File: config.mk
export PLATFORM = sky130hd
export DESIGN_NAME = fetch_stage_flat
export DESIGN_NICKNAME = d
export VERILOG_FILES = /design/src/rtl/fetch_stage_pkg.sv /design/src/rtl/fetch_stage_if.sv /design/src/rtl/fetch_stage_hold_buf.sv /design/src/rtl/fetch_stage.sv /design/src/flat_wrapper.sv
export SDC_FILE = /design/constraint.sdc
export NUM_CORES = 1
export LEC_CHECK = 0
export BUFFER_PORTS_ARGS = -buffer_cell sky130_fd_sc_hd__buf_2
export CAP_MARGIN = 20
export CORE_ASPECT_RATIO = 2
export CORE_MARGIN = 2
export CORE_UTILIZATION = 30
export DETAILED_ROUTE_END_ITERATION = 10
export HOLD_SLACK_MARGIN = 0.12
export PLACE_DENSITY = 0.53
export SYNTH_ARGS = -nofsm -noshare
export SYNTH_HDL_FRONTEND = slang
export SYNTH_SLANG_ARGS = --single-unit
export TNS_END_PERCENT = 10
File: constraint.sdc
create_clock -name clk -period 3.91 [get_ports clk]
set_input_delay 0.5865 -clock clk [delete_from_list [all_inputs] [get_ports clk]]
set_output_delay 0.5865 -clock clk [all_outputs]
set_load 0.05 [all_outputs]
File: src/rtl/fetch_stage_pkg.sv
// Shared DLX constants for the instruction-fetch stage: widths, reset PC and bubble encoding.
package fetch_stage_pkg;

  localparam int          DLX_PC_WIDTH   = 32;
  localparam int          DLX_ADDR_WIDTH = 10;
  localparam int          DLX_DATA_WIDTH = 32;
  localparam logic [31:0] DLX_RESET_PC   = 32'h0000_0000;
  localparam logic [31:0] DLX_NOP_INST   = 32'h0000_0000;

endpackage

File: src/rtl/fetch_stage_if.sv
// Instruction-memory read bus between the fetch stage (master) and a synchronous RAM (slave).
interface fetch_stage_if
  import fetch_stage_pkg::*;
#(
  parameter int ADDR_WIDTH = DLX_ADDR_WIDTH,
  parameter int DATA_WIDTH = DLX_DATA_WIDTH
);

  // Handshake: no ready; each cycle inst_mem_rd_en is high the slave must present
  // the word at inst_mem_addr on inst_mem_data after the next rising edge.
  logic                  inst_mem_rd_en;
  logic [ADDR_WIDTH-1:0] inst_mem_addr;
  logic [DATA_WIDTH-1:0] inst_mem_data;

  modport master (
    output inst_mem_rd_en,
    output inst_mem_addr,
    input  inst_mem_data
  );

  modport slave (
    input  inst_mem_rd_en,
    input  inst_mem_addr,
    output inst_mem_data
  );

endinterface

File: src/rtl/fetch_stage_hold_buf.sv
// Stall hold buffer: captures the word returning for F2 when a stall freezes the stage
// and selects the F2 data source (held word or live memory output).
module fetch_hold_buf
  import fetch_stage_pkg::*;
#(
  parameter int DATA_WIDTH = DLX_DATA_WIDTH
) (
  input  logic                  clk,
  input  logic                  rst_n,
  input  logic                  stall_i,
  input  logic                  flush_i,
  input  logic                  f2_valid_i,
  input  logic [DATA_WIDTH-1:0] mem_data_i,
  output logic [DATA_WIDTH-1:0] f2_data_o
);

  logic                  hold_valid_q, hold_valid_d;
  logic [DATA_WIDTH-1:0] hold_inst_q, hold_inst_d;

  // Capture only once per stall: memory output is stale after the first stalled cycle.
  always_comb begin
    hold_valid_d = hold_valid_q;
    hold_inst_d  = hold_inst_q;
    if (flush_i || !stall_i) begin
      hold_valid_d = 1'b0;
    end else if (f2_valid_i && !hold_valid_q) begin
      hold_valid_d = 1'b1;
      hold_inst_d  = mem_data_i;
    end
  end

  always_ff @(posedge clk or negedge rst_n) begin
    if (!rst_n) begin
      hold_valid_q <= 1'b0;
      hold_inst_q  <= '0;
    end else begin
      hold_valid_q <= hold_valid_d;
      hold_inst_q  <= hold_inst_d;
    end
  end

  assign f2_data_o = hold_valid_q ? hold_inst_q : mem_data_i;

endmodule

File: src/rtl/fetch_stage.sv
// DLX instruction-fetch stage: PC, F1 address issue, F2 data return and the IF/ID register.
module fetch_stage
  import fetch_stage_pkg::*;
#(
  parameter int                    PC_WIDTH   = DLX_PC_WIDTH,
  parameter int                    ADDR_WIDTH = DLX_ADDR_WIDTH,
  parameter int                    DATA_WIDTH = DLX_DATA_WIDTH,
  parameter logic [PC_WIDTH-1:0]   RESET_PC   = DLX_RESET_PC,
  parameter logic [DATA_WIDTH-1:0] NOP_INST   = DLX_NOP_INST
) (
  input  logic                  clk,
  input  logic                  rst_n,
  input  logic                  inst_rd_en,
  input  logic                  stall,
  input  logic                  general_flush,
  input  logic                  select_new_pc,
  input  logic [PC_WIDTH-1:0]   new_pc,
  fetch_stage_if.master         imem,
  output logic [DATA_WIDTH-1:0] if_id_inst,
  output logic [PC_WIDTH-1:0]   if_id_pc_plus4,
  output logic                  if_id_valid
);

  logic                  fetch_en;
  logic [PC_WIDTH-1:0]   pc_q, pc_d;
  logic                  f2_valid_q, f2_valid_d;
  logic [PC_WIDTH-1:0]   f2_pc_q, f2_pc_d;
  logic [DATA_WIDTH-1:0] f2_data;
  logic                  if_id_valid_q, if_id_valid_d;
  logic [DATA_WIDTH-1:0] if_id_inst_q, if_id_inst_d;
  logic [PC_WIDTH-1:0]   if_id_pc_plus4_q, if_id_pc_plus4_d;
  logic                  unused_new_pc_lsb;

  assign fetch_en            = inst_rd_en & ~stall;
  assign imem.inst_mem_rd_en = fetch_en;
  assign imem.inst_mem_addr  = pc_q[ADDR_WIDTH+1:2];
  assign unused_new_pc_lsb   = ^new_pc[1:0];

  // A redirect loads the PC even while stalled so the target is not lost.
  always_comb begin
    pc_d = pc_q;
    if (select_new_pc) begin
      pc_d = {new_pc[PC_WIDTH-1:2], 2'b00};
    end else if (fetch_en) begin
      pc_d = pc_q + PC_WIDTH'(4);
    end
  end

  always_comb begin
    f2_valid_d = f2_valid_q;
    f2_pc_d    = f2_pc_q;
    if (general_flush) begin
      f2_valid_d = 1'b0;
    end else if (!stall) begin
      f2_valid_d = fetch_en;
      f2_pc_d    = pc_q;
    end
  end

  always_comb begin
    if_id_valid_d    = if_id_valid_q;
    if_id_inst_d     = if_id_inst_q;
    if_id_pc_plus4_d = if_id_pc_plus4_q;
    if (general_flush) begin
      if_id_valid_d = 1'b0;
      if_id_inst_d  = NOP_INST;
    end else if (!stall) begin
      if_id_valid_d    = f2_valid_q;
      if_id_inst_d     = f2_valid_q ? f2_data : NOP_INST;
      if_id_pc_plus4_d = f2_pc_q + PC_WIDTH'(4);
    end
  end

  always_ff @(posedge clk or negedge rst_n) begin
    if (!rst_n) begin
      pc_q             <= RESET_PC;
      f2_valid_q       <= 1'b0;
      f2_pc_q          <= '0;
      if_id_valid_q    <= 1'b0;
      if_id_inst_q     <= NOP_INST;
      if_id_pc_plus4_q <= '0;
    end else begin
      pc_q             <= pc_d;
      f2_valid_q       <= f2_valid_d;
      f2_pc_q          <= f2_pc_d;
      if_id_valid_q    <= if_id_valid_d;
      if_id_inst_q     <= if_id_inst_d;
      if_id_pc_plus4_q <= if_id_pc_plus4_d;
    end
  end

  fetch_hold_buf #(
    .DATA_WIDTH (DATA_WIDTH)
  ) u_hold_buf (
    .clk        (clk),
    .rst_n      (rst_n),
    .stall_i    (stall),
    .flush_i    (general_flush),
    .f2_valid_i (f2_valid_q),
    .mem_data_i (imem.inst_mem_data),
    .f2_data_o  (f2_data)
  );

  assign if_id_inst     = if_id_inst_q;
  assign if_id_pc_plus4 = if_id_pc_plus4_q;
  assign if_id_valid    = if_id_valid_q;

endmodule
File: src/flat_wrapper.sv
// flat-port wrapper written by rule: the top's interface ports become plain ports
module fetch_stage_flat import fetch_stage_pkg::*;
#(
  parameter int                    PC_WIDTH   = DLX_PC_WIDTH,
  parameter int                    ADDR_WIDTH = DLX_ADDR_WIDTH,
  parameter int                    DATA_WIDTH = DLX_DATA_WIDTH,
  parameter logic [PC_WIDTH-1:0]   RESET_PC   = DLX_RESET_PC,
  parameter logic [DATA_WIDTH-1:0] NOP_INST   = DLX_NOP_INST
)
  (clk, rst_n, inst_rd_en, stall, general_flush, select_new_pc, new_pc, if_id_inst, if_id_pc_plus4, if_id_valid, imem_inst_mem_rd_en, imem_inst_mem_addr, imem_inst_mem_data);
  fetch_stage_if #(.ADDR_WIDTH(ADDR_WIDTH), .DATA_WIDTH(DATA_WIDTH)) imem_i ();
  input  logic clk;
  input  logic rst_n;
  input  logic inst_rd_en;
  input  logic stall;
  input  logic general_flush;
  input  logic select_new_pc;
  input  logic [PC_WIDTH-1:0] new_pc;
  output logic [DATA_WIDTH-1:0] if_id_inst;
  output logic [PC_WIDTH-1:0] if_id_pc_plus4;
  output logic if_id_valid;
  output wire logic [$bits(imem_i.inst_mem_rd_en)-1:0] imem_inst_mem_rd_en;
  output wire logic [$bits(imem_i.inst_mem_addr)-1:0] imem_inst_mem_addr;
  input wire logic [$bits(imem_i.inst_mem_data)-1:0] imem_inst_mem_data;
  assign imem_inst_mem_rd_en = imem_i.inst_mem_rd_en;
  assign imem_inst_mem_addr = imem_i.inst_mem_addr;
  assign imem_i.inst_mem_data = imem_inst_mem_data;
  fetch_stage #(.PC_WIDTH(PC_WIDTH), .ADDR_WIDTH(ADDR_WIDTH), .DATA_WIDTH(DATA_WIDTH), .RESET_PC(RESET_PC), .NOP_INST(NOP_INST)) u_core (.clk(clk), .rst_n(rst_n), .inst_rd_en(inst_rd_en), .stall(stall), .general_flush(general_flush), .select_new_pc(select_new_pc), .new_pc(new_pc), .imem(imem_i), .if_id_inst(if_id_inst), .if_id_pc_plus4(if_id_pc_plus4), .if_id_valid(if_id_valid));
endmodule
==> metrics, run 1 <==
Starting DRT DRC Count=342; critical path peak fanout=19; Slew Viols, Final=0; cell count after placement=1078; Layout Utilization=36.6%; Via Count=5626; Clock Path Buffers=2; mapped cell area=~7400 sq um; Synth-to-Final Area Change=20.1%; hold_ws=175 ps; clock sink count=157; HPWL Detailed=13900 microns; Synth Area per Inst=10.6 sq um; worst-skew pair later-pin latency=430 ps; RSZ-0062 raised after global routing=no; # DRC=0; Final GP Congestion=approximately 0.76; Setup CP Type=reg2reg; Most used DFF post-synth=dfrtp_1; Root Buffer=clkbuf_16; worst path cell trace=and4_1 > nand3_1 > or4_1 > a31oi_1; fill count=around 2500; antenna violations before repair=0; TritonCTS clock tree=yes; Std-Cell Rows=81; Core Area=24300 sq um; post_cts resized=0; worst vdd ir=0.277 mV; Num CTS Buffers=17; Setup Buffers After CTS=0; total power=4.72 mW; post-synthesis cell count=696; drt wl/cell=17.1 microns; Slowest cell on crit path=or4_1; boundary pin count=146; Rel. slew slack=between 30% and 40%; DR pass1 iterations=4; outcome=finished clean; Clock transition at path regs=60 ps; Starting Density=between 30% and 40%; final-report hold violation count=0; Cell Count, Final, Fillers Out=1107; min Tclk post-route=2350 ps; Post-synth ARST share=100%; Tcrit/Tclk final=60.1%; first-pass GRT wire length=29700 microns; Routed WL=~19000 microns; pin slew with the least headroom to its limit=922 ps; IO Port Bufs=around 140; setup TNS=0 ps; synth top area cells=dfrtp_1, mux2_2, mux2i_1; pwr dens=530 nW/um^2; Yosys top cell area share=~53%; die area=26000 sq um; vias in the first global route=around 5500; crit-path max cell delay=650 ps; Die Y=roughly 230 microns; fraction of layout cells with a size suffix above 1=30.0%; Synth warnings=0; ANT cells=0; FMAX=0.426 GHz; # nets final=approximately 880; Worst Hold Class=in2async; Vias/cell=~5; Hold-fix buffers, CTS=0; largest net degree at the start of global routing=85; Post-synth EDFFs=0; Die Width=115 microns; grt total ovfl=0; Clock Skew=7.84 ps; Synth cell types=47; Critical Path AT=2700 ps; Worst EP required=between 4000 and 5000 ps; sequential area share after synthesis=53.0%; post-synth top area cell=dfrtp_1; Worst setup SP type=flop; final setup fails=0; CTS H-Tree Depth=4; leakage power=3.75 nW; Antenna Violating Nets Remaining=0; All-Layer GR Usage=15.1%; Synth Register Bits=around 160; Worst setup EP type=flop; Max Cap Viol=0
## critical path: cells and delay by family, from the launching register on
family | cells | cell delay [ps]
AOI/OAI and AO/OA | 1 | 170
DFF | 1 | 500
and+or+nand+nor | 3 | 1580
## logic make-up after synthesis
family | count (synthesis) | share of synthesized area, %
compound gates | 126 | 9.88
xor+xnor | 26 | 3.07
fa+ha+maj | 2 | 0.338
buf+inv | 59 | 3.78
flops | 157 | 53.0
mux | 94 | 13.7
other cells | 1 | 0.0506
simple gates | 231 | 16.1
## metrics by stage
stage / setup WS (ps) / area, sq um
after floorplan: 1870 / 7410
after global placement: 1470 / 8280
after detailed placement: 1440 / 8290
after CTS: 1540 / 8900
after global routing: 1420 / 8900
final: 1560 / 8900
## flip-flops by register name (all words and copies together) (netlist names)
| signal | count |
|---|---|
| u_core.if_id_inst | 32 |
| u_core.u_hold_buf.hold_inst_q | 32 |
| u_core.f2_pc_q | 30 |
| u_core.if_id_pc_plus4 | 30 |
| u_core.pc_q | 30 |
| u_core.f2_valid_q | 1 |
| u_core.if_id_valid | 1 |
| u_core.u_hold_buf.hold_valid_q | 1 |
## report_power, final
| group | total, mW | leakage, nW | switching (mW) | internal (mW) |
|---|---|---|---|---|
| sequential | 2.09 | 1.90 | 0.216 | 1.87 |
| clock | 1.73 | 0.296 | 0.641 | 1.09 |
| combinational | 0.901 | 1.55 | 0.583 | 0.318 |
## Yosys cell counts (12+ instances only)
cell type	number
xor2_1	18
mux2i_1	33
dfrtp_1	157
nand3_1	26
a21oi_1	15
nor2_1	47
a31oi_1	28
o21ai_0	60
mux2_2	61
o31ai_1	16
buf_4	12
or3_1	14
clkbuf_1	33
nand4_1	20
or4_1	16
nand2_1	70
## path summary, 6_finish.rpt
| check | start | endpoint | slack, ps | depth (start not counted) |
|---|---|---|---|---|
| max in group asynchronous | rst_n | u_core.pc_q[24] | 2820 | 2 |
| min in group clk | new_pc[8] | u_core.pc_q[8] | 360 | 3 |
| hold reg to reg | u_core.if_id_inst[21] | u_core.if_id_inst[21] | 470 | 2 |
| hold / removal | rst_n | u_core.if_id_inst[8] | 170 | 1 |
| setup reg to reg | u_core.pc_q[9] | u_core.pc_q[21] | 1560 | 4 |
| setup / recovery | u_core.pc_q[9] | u_core.pc_q[21] | 1560 | 4 |
## final cells by class
cell class,instances,area (sq um),area share (%)
clock buffer,22,464,5.22
clock inverter,7,139,1.56
inverter,3,11.3,0.127
multi-input combinational,481,3210,36.1
sequential,157,3930,44.2
tap,290,363,4.08
timing repair buffer,147,777,8.73
## routing by layer
metal	global-route usage, %	part of all wire, %	vias up
met1	15.7	38	2751
met3	3.30	3.2	20
met4	6.92	2.8	0
met2	28.2	56	114
li1	-	-	2741
met5	0	0	-
## cell usage in the layout (no fill, tap or decap), types with 3 or more instances in the layout
cell type,n
clkbuf_16,17
buf_2,140
buf_4,4
nand3_1,26
nand4_1,20
o31ai_1,16
clkbuf_1,3
nor2_1,46
o21ai_0,60
mux2i_1,33
xnor2_1,8
a21oi_1,15
xor2_1,18
nand2_1,70
a31oi_1,28
or3_1,14
nor4_1,6
mux2_2,61
bufinv_16,4
or4_1,16
and3_1,5
and4_1,9
inv_1,3
dfrtp_1,156
(Power assumes the default switching activity.)
==> inputs of run 2 (changes only) <==
==> constraint.sdc (replaced) <==
create_clock -name clk -period 2.3 [get_ports clk]
set_input_delay 0.345 -clock clk [delete_from_list [all_inputs] [get_ports clk]]
set_output_delay 0.345 -clock clk [all_outputs]
set_load 0.05 [all_outputs]
==> run 2 against run 1 <==
  * Hold slack worse by 29 ps
  * Clock power is 65% higher
  * Cell count is 4.2% higher
  * Routed wire length is 2.4% higher
  * First-iteration DRC count is 31% lower
  * Via count is 2.5% higher
  * Sequential share of layout area is 1.8 points lower
  * Sequential power is 68% higher
  * Non-clock buffer count is 42 higher
  * Utilization is 1.6 points higher
  * Largest cell class unchanged
==> metrics, run 2 (synthesis gave the netlist of run 1 again) <==
Worst Hold Class=in2reg (was in2async); Starting Density=30.5% (unchanged); CP bufs+invs=0 (unchanged); worst-skew pair later-pin latency=430 ps (about the same); # DRC=0 (unchanged); grt total ovfl=0 (unchanged); drt wl/cell=16.8 microns (was 17.1 microns); Top delay family on crit path=simple AND/OR/NAND/NOR gates (unchanged); post_cts resized=0 (unchanged); final-report hold violation count=0 (unchanged); area of the multi-input gates=3210 sq um (unchanged); Worst EP required=2650 ps (was 4260 ps); die area=26000 sq um (unchanged); Root Buffer=clkbuf_16 (unchanged); Tcrit/Tclk final=93.2% (was 60.1%); Worst setup EP type=flop (unchanged); fraction of layout cells with a size suffix above 1=32.6% (was 30.0%); clock sink count=157 (unchanged); boundary pin count=146 (unchanged); IO Port Bufs=141 (unchanged); Core Area=24300 sq um (unchanged); hold_ws=146 ps (was 175 ps); # nets final=921 (was 879); Die Y=226 microns (unchanged); Slowest cell on crit path=or4_4 (was or4_1); FMAX=0.467 GHz (was 0.426 GHz); total power=8.02 mW (was 4.72 mW); Cell Count, Final, Fillers Out=1153 (was 1107); HPWL Detailed=14500 microns (was 13900 microns); worst vdd ir=0.427 mV (was 0.277 mV); Clock Skew=8.70 ps (was 7.84 ps); Routed WL=19400 microns (was 19000 microns); Setup CP Type=reg2reg (unchanged); outcome=finished clean (unchanged); Clock transition at path regs=60 ps (about the same); cell count after placement=1109 (was 1078); Critical Path AT=2490 ps (was 2700 ps); Final GP Congestion=0.773 (was 0.764); Slew Viols, Final=0 (unchanged); largest net degree at the start of global routing=60 (was 85); Antenna Violating Nets Remaining=0 (unchanged); Num CTS Buffers=17 (unchanged); reg2reg path depth=4 (unchanged); worst path cell trace=nand4_1 > or4_4 > or4_1 > a31oi_1 (was and4_1 > nand3_1 > or4_1 > a31oi_1); DR pass1 iterations=4 (unchanged); setup TNS=0 ps (unchanged); Vias/cell=5.00 (was 5.08); Synth-to-Final Area Change=25.3% (was 20.1%); Via Count=5768 (was 5626); All-Layer GR Usage=15.5% (was 15.1%); first-pass GRT wire length=30700 microns (was 29700 microns); Worst path depth=4 (unchanged); Clock Path Buffers=2 (unchanged); crit-path max cell delay=670 ps (was 650 ps); Setup Buffers After CTS=0 (unchanged); leakage power=3.95 nW (was 3.75 nW); CTS H-Tree Depth=4 (unchanged); Hold-fix buffers, CTS=11 (was 0); fill count=2453 (was 2491); Std-Cell Rows=81 (unchanged); Worst setup SP type=flop (unchanged); antenna violations before repair=1 (was 0); Die Width=115 microns (unchanged); commonest cells after routing, fill and taps aside=dfrtp_1, buf_2, nand2_1 (unchanged); pwr dens=864 nW/um^2 (was 530 nW/um^2); most common cell after layout, fill and taps aside=dfrtp_1 (unchanged); vias in the first global route=5656 (was 5461); hold path depth=3; Starting DRT DRC Count=236 (was 342); min Tclk post-route=2140 ps (was 2350 ps); Max Cap Viol=0 (unchanged); Reg area=3930 sq um (unchanged); pin slew with the least headroom to its limit=630 ps (was 922 ps); RSZ-0062 raised after global routing=no (unchanged); final setup fails=0 (unchanged); TritonCTS clock tree=yes (unchanged); critical path peak fanout=12 (was 19); Rel. slew slack=58.0% (was 38.4%)
==> run 2: cell count changes in the layout (fill, tap and decap cells not counted), sizes merged <==
cell	before	now
clkinv	3	6
diode	0	1
clkinvlp	0	2
buf	147	178
bufinv	4	2
dlygate4sd3	0	11
==> run 2: power breakdown <==
group	leakage (nW)	total (mW)	switching, mW	internal, mW
Clock	0.292	2.85	1.14	1.71
Combinational	1.75	1.65	1.04	0.607
Sequential	1.90	3.52	0.338	3.18
Total	3.95	8.02	2.52	5.50
==> run 2: stage by stage <==
stage                     setup WS, ps  instance area [sq um]  util [%]
final                              157                   9280      38.1
after detailed placement           171                   8570      35.2
after global placement             201                   8570      35.2
after CTS                          158                   9280      38.1
after floorplan                    302                   7410         -
after global routing              91.1                   9280      38.1
==> run 2: final cells by class <==
class / instances / share of cell area, %
sequential: 157 / 42.4
multi-input combinational: 481 / 34.6
timing repair buffer: 189 / 12.5
clock buffer: 22 / 5.22
tap: 290 / 3.91
clock inverter: 10 / 1.21
inverter: 3 / 0.121
antenna: 1 / 0.0270
==> run 2: worst paths after layout <==
check | from | to | slack (ps)
min in group asynchronous | rst_n | u_core.pc_q[21] | 460
max in group asynchronous | rst_n | u_core.if_id_inst[22] | 1170
hold reg to reg | u_core.if_id_inst[14] | u_core.if_id_inst[14] | 480
setup / recovery | u_core.f2_pc_q[10] | u_core.if_id_pc_plus4[30] | 160
setup reg to reg | u_core.f2_pc_q[10] | u_core.if_id_pc_plus4[30] | 160
hold / removal | new_pc[11] | u_core.pc_q[11] | 150
==> run 2: metal layers <==
layer | GRT usage (%) | part of all wire, %
met3 | 2.98 | 3.2
met2 | 29.6 | 57
met1 | 16.0 | 38
met5 | 0 | 0
met4 | 6.49 | 2.1
==> run 2: worst min-delay path, cell delays in order <==
cell and delay (ps):
buf_2 80, nand2_1 50, o21ai_0 60
==> inputs of run 3 (changes only) <==
--- a/config.mk
+++ b/config.mk
@@ -9,10 +9,10 @@
 export CAP_MARGIN = 20
 export CORE_ASPECT_RATIO = 2
 export CORE_MARGIN = 2
-export CORE_UTILIZATION = 30
+export CORE_UTILIZATION = 55
 export DETAILED_ROUTE_END_ITERATION = 10
 export HOLD_SLACK_MARGIN = 0.12
-export PLACE_DENSITY = 0.53
+export PLACE_DENSITY = 0.84
 export SYNTH_ARGS = -nofsm -noshare
 export SYNTH_HDL_FRONTEND = slang
 export SYNTH_SLANG_ARGS = --single-unit
==> run 3 against run 2 <==
  * Clock power barely moved
  * Utilization rose by 28 points
  * Critical path depth rose by 1
  * Final area fell by 4.7%
  * Register-to-register slack improved by 70 ps
  * Clock skew fell by 0.93 ps
  * Clock-buffer cell count did not move
  * Non-clock buffer count fell by 33
  * Via count barely moved
  * Largest cell class unchanged
  * Critical endpoint is now u_core.pc_q[22]
  * Sequential power barely moved
  * Fmax rose by 3.1%
  * Combinational power fell by 6%
==> metrics, run 3 (synthesis gave the netlist of run 1 again) <==
Via Count=5771 (was 5768); Clock Path Buffers=2 (unchanged); TritonCTS clock tree=yes (unchanged); Critical Path AT=2400 ps (was 2490 ps); R2R setup slack=220 ps (was 160 ps); worst path cell trace=ha_1 > nand3b_1 > or3_4 > or4_1 > a31oi_1 (was nand4_1 > or4_4 > or4_1 > a31oi_1); worst-skew pair later-pin latency=410 ps (was 430 ps); Core Area=13300 sq um (was 24300 sq um); reg2reg path depth=5 (was 4); setup TNS=0 ps (unchanged); vias in the first global route=5660 (was 5656); leakage power=3.79 nW (was 3.95 nW); grt total ovfl=0 (unchanged); RSZ-0062 raised after global routing=no (unchanged); Die Width=86.1 microns (was 115 microns); # nets final=888 (was 921); Final GP Congestion=0.878 (was 0.773); Die Y=168 microns (was 226 microns); Top delay family on crit path=simple AND/OR/NAND/NOR gates (unchanged); first-pass GRT wire length=27000 microns (was 30700 microns); Worst setup EP type=flop (unchanged); drt wl/cell=16.4 microns (was 16.8 microns); Max Cap Viol=0 (unchanged); worst hold endpoint=u_core.pc_q[3] (was u_core.pc_q[11]); total power=7.97 mW (was 8.02 mW); Worst setup SP type=flop (unchanged); Routed WL=16100 microns (was 19400 microns); antenna violations before repair=1 (unchanged); Sw Ratio=30.2% (was 31.5%); reg-to-reg startpoint=u_core.pc_q[3] (was u_core.f2_pc_q[10]); # DRC=0 (unchanged); commonest cells after routing, fill and taps aside=dfrtp_1, buf_2, nand2_1 (unchanged); DR pass1 iterations=5 (was 4); clock sink count=157 (unchanged); Clock transition at path regs=60 ps (about the same); Internal=5.56 mW (was 5.50 mW); Starting Density=55.7% (was 30.5%); final-report hold violation count=0 (unchanged); fraction of layout cells with a size suffix above 1=31.0% (was 32.6%); largest net degree at the start of global routing=86 (was 60); Tcrit/Tclk final=90.4% (was 93.2%); Synth-to-Final Area Change=19.3% (was 25.3%); All-Layer GR Usage=23.1% (was 15.5%); boundary pin count=146 (unchanged); Setup CP Type=reg2reg (unchanged); worst vdd ir=0.614 mV (was 0.427 mV); pwr dens=902 nW/um^2 (was 864 nW/um^2); Clock Skew=7.77 ps (was 8.70 ps); final setup fails=0 (unchanged); Starting DRT DRC Count=347 (was 236); Vias/cell=5.86 (was 5.00); IO Port Bufs=141 (unchanged); CTS H-Tree Depth=4 (unchanged); Antenna Violating Nets Remaining=0 (unchanged); Rel. slew slack=43.7% (was 58.0%); Clk network pwr share=36.1% (was 35.6%); RR Endpoint=u_core.pc_q[22] (was u_core.if_id_pc_plus4[30]); Worst EP required=2630 ps (was 2650 ps); crit-path max cell delay=520 ps (was 670 ps); min Tclk post-route=2080 ps (was 2140 ps); Hold Startpoint=new_pc[3] (was new_pc[11]); Num CTS Buffers=17 (unchanged); hold path depth=3 (unchanged); Slowest cell on crit path=or4_1 (was or4_4); combinational share of power=19.4% (was 20.5%); die area=14500 sq um (was 26000 sq um); HPWL Detailed=11000 microns (was 14500 microns); sequential share of power=44.5% (was 43.9%); Std-Cell Rows=60 (was 81); Worst Hold Class=in2reg (unchanged); Net Switching=2.41 mW (was 2.52 mW); Slew Viols, Final=0 (unchanged); CP bufs+invs=0 (unchanged); critical path peak fanout=12 (unchanged); Worst path depth=5 (was 4); FMAX=0.481 GHz (was 0.467 GHz); most common cell after layout, fill and taps aside=dfrtp_1 (unchanged); outcome=finished clean (unchanged); Root Buffer=clkbuf_16 (unchanged); pin slew with the least headroom to its limit=843 ps (was 630 ps)
-- run 3: cell types whose count changed in the layout (fill, tap and decap cells not counted), sizes merged --
cell	change
dlygate4sd3	-10
clkinv	-3
clkinvlp	+1
bufinv	+1
buf	-23
-- run 3: metrics by stage --
step	utilization, %	cells	setup WS (ps)	hold WS, ps	cell area (sq um)
after CTS	66.5	983	108	139	8830
after global placement	61.7	951	176	259	8200
after global routing	66.5	984	107	145	8840
after detailed placement	61.7	951	125	263	8200
after floorplan	-	697	302	49.4	7410
final	66.5	984	222	148	8840
-- run 3: layer usage --
| layer | share of wire, % | up-vias | track usage (%) |
|---|---|---|---|
| li1 | - | 2764 | - |
| met1 | 45 | 2827 | 31.9 |
| met2 | 49 | 163 | 36.3 |
| met3 | 4.3 | 17 | 4.75 |
| met4 | 1.6 | 0 | 7.80 |
| met5 | 0 | - | 0 |
-- run 3: how the worst max path moves through the flow --
stage,from,to,slack [ps]
final,u_core.pc_q[3],u_core.pc_q[22],220
after global routing,u_core.pc_q[3],u_core.pc_q[22],110
after CTS,u_core.pc_q[3],u_core.pc_q[22],110
after detailed placement,u_core.pc_q[3],u_core.pc_q[22],130
after global placement,u_core.pc_q[3],u_core.pc_q[22],180
after floorplan,u_core.pc_q[2],u_core.pc_q[26],300
-- run 3: what timing repair did --
| item | in CTS | in global routing |
|---|---|---|
| hold buffers | 1 | 0 |
| endpoints found under the hold margin | 35 | 0 |
| buffers inserted | 0 | 0 |
| gates resized for setup | 0 | 1 |
| setup endpoints to repair | 0 | 1 |
-- run 3: power groups by stage --
stage	Combinational, mW	Clock [mW]	Sequential (mW)
2_1_floorplan	0.740	0	3.92
3_3_place_gp	1.51	0	3.55
3_5_place_dp	1.55	0	3.58
4_1_cts	1.56	2.92	3.53
5_1_grt	1.68	3.06	3.60
6_report	1.55	2.88	3.54
-- run 3: worst reg2reg max path, stage by stage, from the launching register on --
cell and delay (ps):
dfrtp_1 420, ha_1 240, nand3b_1 160, or3_4 490
or4_1 520, a31oi_1 170
-- run 3: cell type report --
cell class | instances | area, sq um
Inverter | 3 | 11.3
Sequential cell | 157 | 3930
Fill cell | 1041 | 4450
Clock buffer | 22 | 484
Clock inverter | 9 | 135
Multi-Input combinational cell | 481 | 3220
Antenna cell | 1 | 2.50
Timing Repair Buffer | 156 | 865
Tap cell | 155 | 194
